--- src/rtl/mac_relu_unit.sv ---
// mac_relu_unit: two-stage signed multiply-accumulate with a ReLU on the
// accumulator. It is the compute element of the convolution engine.
//   Stage 1 registers a*b, and stage 2 adds the registered product into acc.
//   relu_out is max(acc, 0), derived combinationally from the acc register.
// Build option: define MAC_RELU_SAT_EN to clamp the stage-1 product and to
// saturate the stage-2 sum to the signed DATA_W range. The default build
// wraps modulo 2^DATA_W.
module mac_relu_unit #(
    parameter int DATA_W = 32
) (
    input  logic              clk,
    input  logic              rst,
    input  logic              clr,
    input  logic              en,
    input  logic [DATA_W-1:0] a,
    input  logic [DATA_W-1:0] b,
    output logic [DATA_W-1:0] acc,
    output logic [DATA_W-1:0] relu_out,
    output logic              busy
);

    // prod_q holds only the DATA_W bits that stage 2 consumes. In the wrap
    // build these are the low bits of the full product. In the saturating
    // build they are the product after clamping.
    logic [DATA_W-1:0] prod_q, prod_d;
    logic              prod_v_q;
    logic [DATA_W-1:0] acc_q, acc_d;

    // NOTE: every always_comb output is assigned on every path (defaults first)
    // so that no latch is inferred.
`ifdef MAC_RELU_SAT_EN
    localparam logic [DATA_W-1:0] SMAX = {1'b0, {(DATA_W-1){1'b1}}};
    localparam logic [DATA_W-1:0] SMIN = {1'b1, {(DATA_W-1){1'b0}}};

    logic [2*DATA_W-1:0] prod_full;
    logic [DATA_W:0]     prod_hi;
    logic [DATA_W:0]     sum_x;

    // Full signed product clamped to DATA_W, then a saturating accumulate
    always_comb begin
        prod_full = {{DATA_W{a[DATA_W-1]}}, a} * {{DATA_W{b[DATA_W-1]}}, b};
        prod_hi   = prod_full[2*DATA_W-1:DATA_W-1];
        prod_d    = prod_full[DATA_W-1:0];
        // The product fits only when its top DATA_W+1 bits are all sign copies.
        if (!(&prod_hi) && (|prod_hi)) begin
            prod_d = prod_full[2*DATA_W-1] ? SMIN : SMAX;
        end

        sum_x = {acc_q[DATA_W-1], acc_q} + {prod_q[DATA_W-1], prod_q};
        acc_d = sum_x[DATA_W-1:0];
        // Overflow shows up as a disagreement between the guard bit and the
        // sign bit. The guard bit carries the true sign.
        if (sum_x[DATA_W] != sum_x[DATA_W-1]) begin
            acc_d = sum_x[DATA_W] ? SMIN : SMAX;
        end
    end
`else
    // Wrap arithmetic: the low DATA_W bits of a*b are the same whether the
    // operands are read as signed or unsigned
    always_comb begin
        prod_d = a * b;
        acc_d  = acc_q + prod_q;
    end
`endif

    // Pipeline registers. Priority is rst, then clr, then normal operation.
    // NOTE: sequential state uses non-blocking assignments only, so every
    // register samples its pre-edge inputs.
    always_ff @(posedge clk) begin
        if (rst) begin
            prod_q   <= '0;
            prod_v_q <= 1'b0;
            acc_q    <= '0;
        end else if (clr) begin
            // Start of a new window. Any in-flight product and any operands
            // presented in this cycle are dropped.
            prod_v_q <= 1'b0;
            acc_q    <= '0;
        end else begin
            prod_v_q <= en;
            if (en) begin
                prod_q <= prod_d;
            end
            if (prod_v_q) begin
                acc_q <= acc_d;
            end
        end
    end

    assign acc      = acc_q;
    assign relu_out = acc_q[DATA_W-1] ? '0 : acc_q;
    assign busy     = prod_v_q;

endmodule

--- config.mk ---
export PLATFORM = sky130hd
export DESIGN_NAME = mac_relu_unit
export DESIGN_NICKNAME = d
export VERILOG_FILES = /design/src/rtl/mac_relu_unit.sv
export SDC_FILE = /design/constraint.sdc
export NUM_CORES = 1
export LEC_CHECK = 0
export CAP_MARGIN = 20
export CORE_MARGIN = 2
export CORE_UTILIZATION = 35
export DETAILED_ROUTE_END_ITERATION = 8
export MAX_ROUTING_LAYER = met4
export PLACE_DENSITY = 0.52
export SLEW_MARGIN = 10
export SYNTH_ARGS = -nofsm -noshare
export SYNTH_HDL_FRONTEND = slang
export SYNTH_SLANG_ARGS = --single-unit
--- constraint.sdc ---
create_clock -name clk -period 9.5 [get_ports clk]
set_input_delay 1.9 -clock clk [delete_from_list [all_inputs] [get_ports clk]]
set_output_delay 1.9 -clock clk [all_outputs]
set_load 0.05 [all_outputs]
After elaboration in Yosys (flattened, before gate mapping)
Index checks and enable logic that the tools add are counted.
Widths: inputs -> output; s select.
{"block": "totals", "ff_bits": 65, "in_bits": 68, "output_inout_bits": 65, "elab_cells": 9}
{"block": "op_classes", "add_sub_neg": 1, "mul": 1, "n_mux": 1, "bitwise": 1, "n_reduce_logical": 2}
{"cell": "$add 32x32->32", "n": 1}
{"cell": "$mul 32x32->32", "n": 1}
{"cell": "$mux 31", "n": 1}
{"cell": "$reduce_and 2->1", "n": 1}
{"cell": "$reduce_or 2->1", "n": 1}
{"cell": "$not 1->1", "n": 1}

Longest topological paths before layout
{"block": "logic_depth", "word_depth": 2, "mapped_depth": 28, "ltp_nobuf": 25}

Worst setup path before layout
OpenSTA, ideal clock, no wires.
{"block": "synth_timing", "path_kind": "input-to-reg", "startpoint": "input a[13]", "endpoint": "register prod_q[31]", "setup_ns": 0.086, "t_arrival_ns": 8.582, "required_time_ns": 9.414, "path_slack_ns": 0.833, "cell_stages": 27, "n_path_buf": 3, "cell_sequence": "clkbuf_1 -> clkbuf_1 -> nand2_1 -> fa_1 -> inv_1 -> fa_1 -> inv_1 -> fa_1 -> inv_1 -> fa_1 -> inv_1 -> fa_1 -> inv_1 -> fa_1 -> fa_1 -> fa_1 -> ha_1 -> and3_1 -> clkbuf_1 -> and3_1 -> o221ai_1 -> o21a_1 -> nor3_1 -> a41o_1 -> a21oi_1 -> xnor2_1 -> a211oi_1"}
{"block": "synth_via", "elab_chain_len": 1}
{"element": "start: declaration", "line": "15", "source": "input logic [DATA_W-1:0] a,"}
{"element": "$mul 32x32->32", "line": "61", "source": "prod_d = a * b;"}
{"element": "end signal: assignment", "line": "82", "source": "prod_q <= prod_d;"}
{"element": "end: declaration", "line": "25", "source": "logic [DATA_W-1:0] prod_q, prod_d;"}
Every way passes these cells.
A chain may end at the register's enable or synchronous reset.

Final worst setup path
{"block": "layout_timing", "startpoint": "input a[11]", "endpoint": "register prod_q[31]"}
Same word-level chain as after synthesis.

==> qor.csv <==
stage,metric,value,unit
clocking,CTS H-tree lvls,3,
grt,vias in the first global route,15993,
placed_design,Port Buf Inserts,131,
critical_path,"most used cell, CP",fa_1,
critical_path,CP max stage cell,clkdlybuf4s50_1,
synthesis,Synth area leaders,"fa_1 42%, ha_1 9.8%, and2_1 8.7%, inv_1 7.7%, dfxtp_1 6.6%",
cells_and_area,"most common cell after layout, fill and taps aside",fa_1,
timing,endpoints failing hold,0,
synthesis,largest area contributor in the netlist,fa_1,
timing,Total Neg Setup Slack,0,ns
hold_path,min-delay worst type,reg -> reg,
timing,worst slew margin relative to its limit,50.5,%
floorplanning,row count,86,
critical_path,Crit Path Max Fanout,14,
timing,post-route minimum period,9.09,ns
floorplanning,Initial Util,35.5,%
critical_path,Crit Path Category,in -> reg,
clocking,CTS tree,yes,
detailed_routing,Routed WL per cell,18.1,um
floorplanning,Die Wd,241,um
synthesis,synthesized net count,2867,
clocking,hold_buf cts,0,
detailed_routing,ANT nets after route,0,
timing,Max Fclk,0.110,GHz
placed_design,DP HPWL,48700,um
critical_path,worst r2r src,acc[0],
critical_path,RR Endpoint,acc[28],
floorplanning,die area,0.0580,mm^2
floorplanning,I/O pins,133,
timing,Slew @ Worst Pin,0.740,ns
synthesis,Yosys top cell area share,41.7,%
grt,Tot GR Track Use,20.8,%
critical_path,critical path launch point type,input pin,
grt,grt total ovfl,0,
clocking,cts bufs inserted,9,
clocking,total setup buffers inserted after CTS,0,
clocking,clock-pin slew on the worst setup and hold paths,0.05,ns
cells_and_area,most frequent cells in the layout,"409 x fa_1, 401 x inv_1, 333 x nand2_1",
timing,Slew Limit Fails,0,
cells_and_area,multi-input logic area,0.0164,mm^2
clocking,worst skew pair latency,0.33,ns
critical_path,CP max stage delay,0.89,ns
grt,initial antenna violation count,2,
timing,period utilisation layout,95.7,%
clocking,Clock Sinks,65,
detailed_routing,drt total wl,56400,um
cells_and_area,nets@finish,2990,
critical_path,Crit path required time,9.75,ns
synthesis,Yosys reg bits,65,
synthesis,"Top FF cell, synth",dfxtp_1,
detailed_routing,DR vias,15038,
synthesis,Cells after Synth,2236,
floorplanning,die height,241,um
timing,hold_ws,0.454,ns
hold_path,Hold Crit Start,prod_q[11],
critical_path,r2r setup slk,6.28,ns
cells_and_area,Area growth syn-to-layout,14.7,%
detailed_routing,1st-iter DRT viols,570,
synthesis,Syn. warnings,0,
clocking,Clock Path Buffers,2,
hold_path,hold depth,2,
synthesis,asr flop ratio synth,0,%
synthesis,Post-Syn Area,0.0196,mm^2
cells_and_area,ratio of cells with drive above 1 in the final layout,5.21,%
status,run status,"finished, final reports clean",
timing,RSZ-0062 raised after global routing,no,
detailed_routing,drt drc,0,
grt,first-pass GRT wire length,89500,um
floorplanning,Core ar.,0.0553,mm^2
synthesis,"EDFF count, synth",0,
clocking,CTS root buffer,clkbuf_16,
grt,pin count of the biggest net entering global routing,43,
timing,setup violators final,0,
synthesis,Avg Synthesized Cell Area,8.78,um^2
cells_and_area,area occupied by registers,0.00130,mm^2
clocking,Post-CTS Resized,0,
cells_and_area,Filler cells,5637,
synthesis,synth unique cells,68,
synthesis,post-synthesis sequential area ratio,6.63,%
timing,clk_skew,0.00784,ns
critical_path,R2R depth,12,
hold_path,Hold Path Sink,prod_q[11],
detailed_routing,TritonRoute pass-1 iters,5,
critical_path,CP arrival,9.34,ns
critical_path,type of destination of the critical path,flip-flop,
detailed_routing,routed vias/inst,4.83,
placed_design,GPL Wtd Cong,0.865,
run,# Max-Cap Violations,0,
-- layout make-up --
class / count / area share, %
diodes: 3 / 0.0333
flip-flops and latches: 65 / 5.78
multi-input cells: 1655 / 72.7
inverters: 401 / 6.69
clock inverters: 3 / 0.0778
clock buffers: 12 / 1.09
repair buffers: 227 / 9.45
well taps: 748 / 4.16
-- through the flow --
| step | utilization (%) | cells | instance area [um^2] | setup WS (ns) |
|---|---|---|---|---|
| 5_1_grt | 40.7 | 3113 | 22500 | 0.0132 |
| 6_report | 40.7 | 3114 | 22500 | 0.406 |
| 2_1_floorplan | - | 2236 | 19600 | 0.833 |
| 3_5_place_dp | 40.2 | 3095 | 22200 | 0.0683 |
| 3_3_place_gp | 40.2 | 3095 | 22200 | 0.182 |
| 4_1_cts | 40.7 | 3110 | 22500 | 0.412 |
-- synth_stat cells (all sizes together), types with 3 or more instances --
master    n
buf       6
a31oi     7
nand2b    5
a211oi   14
clkbuf  109
xor2     24
dfxtp    65
mux2i    17
o22ai     3
ha      154
nor2b    34
a221o     3
nand4     3
nor3b     3
a41oi     3
nor2     61
nand2   333
fa      409
o21ai    30
nor3     11
a211o     6
inv     401
or4       3
a21o     23
and4      3
o21a     12
xnor2    79
or3       6
nor4b     4
and3      6
o211ai    5
a21oi    73
o21bai    3
and2    272
nand3    13
nand3b    3
-- sequential cells by signal (all words and copies together), names as in the netlist --
signal	count
acc	32
prod_q	32
busy	1
-- worst max-delay path by stage --
stage          startpoint          to  slack (ns)  depth (start not counted)
6_report            a[11]  prod_q[31]        0.41                         25
3_3_place_gp        a[11]  prod_q[31]        0.18                         26
3_5_place_dp        a[11]  prod_q[31]        0.07                         25
2_1_floorplan       a[13]  prod_q[31]        0.83                         27
5_1_grt             a[11]  prod_q[31]        0.01                         25
4_1_cts             a[11]  prod_q[31]        0.41                         25
-- cell families after synthesis --
family                     count (synthesis)  share of synthesized area (%)
AOI/OAI and AO/OA                        205                           6.91
muxes                                     17                          0.867
buffers and inverters                    516                           9.95
other                                      1                         0.0191
adders and majority gates                563                           51.5
xor gates and xnor gates                 103                           4.60
and+or+nand+nor                          766                           19.5
DFF                                       65                           6.63
-- worst max-delay path: cells and delay by family --
kind,cells,cell delay (ns)
compound gates,5,0.80
fa+ha+maj,9,4.33
xor+xnor,1,0.13
buf+inv,6,1.17
simple gates,4,0.99
-- layer usage --
metal | GRT usage, % | vias to the layer above | part of all wire [%]
met1 | 25.5 | 7689 | 42
li1 | - | 7022 | -
met5 | - | - | 0
met3 | 1.46 | 74 | 2.4
met2 | 36.1 | 253 | 51
met4 | 7.46 | 0 | 3.9
Power is left out: the tool's default activity adds up to more than one toggle a clock period on the data nets, which glitch-free logic cannot reach.
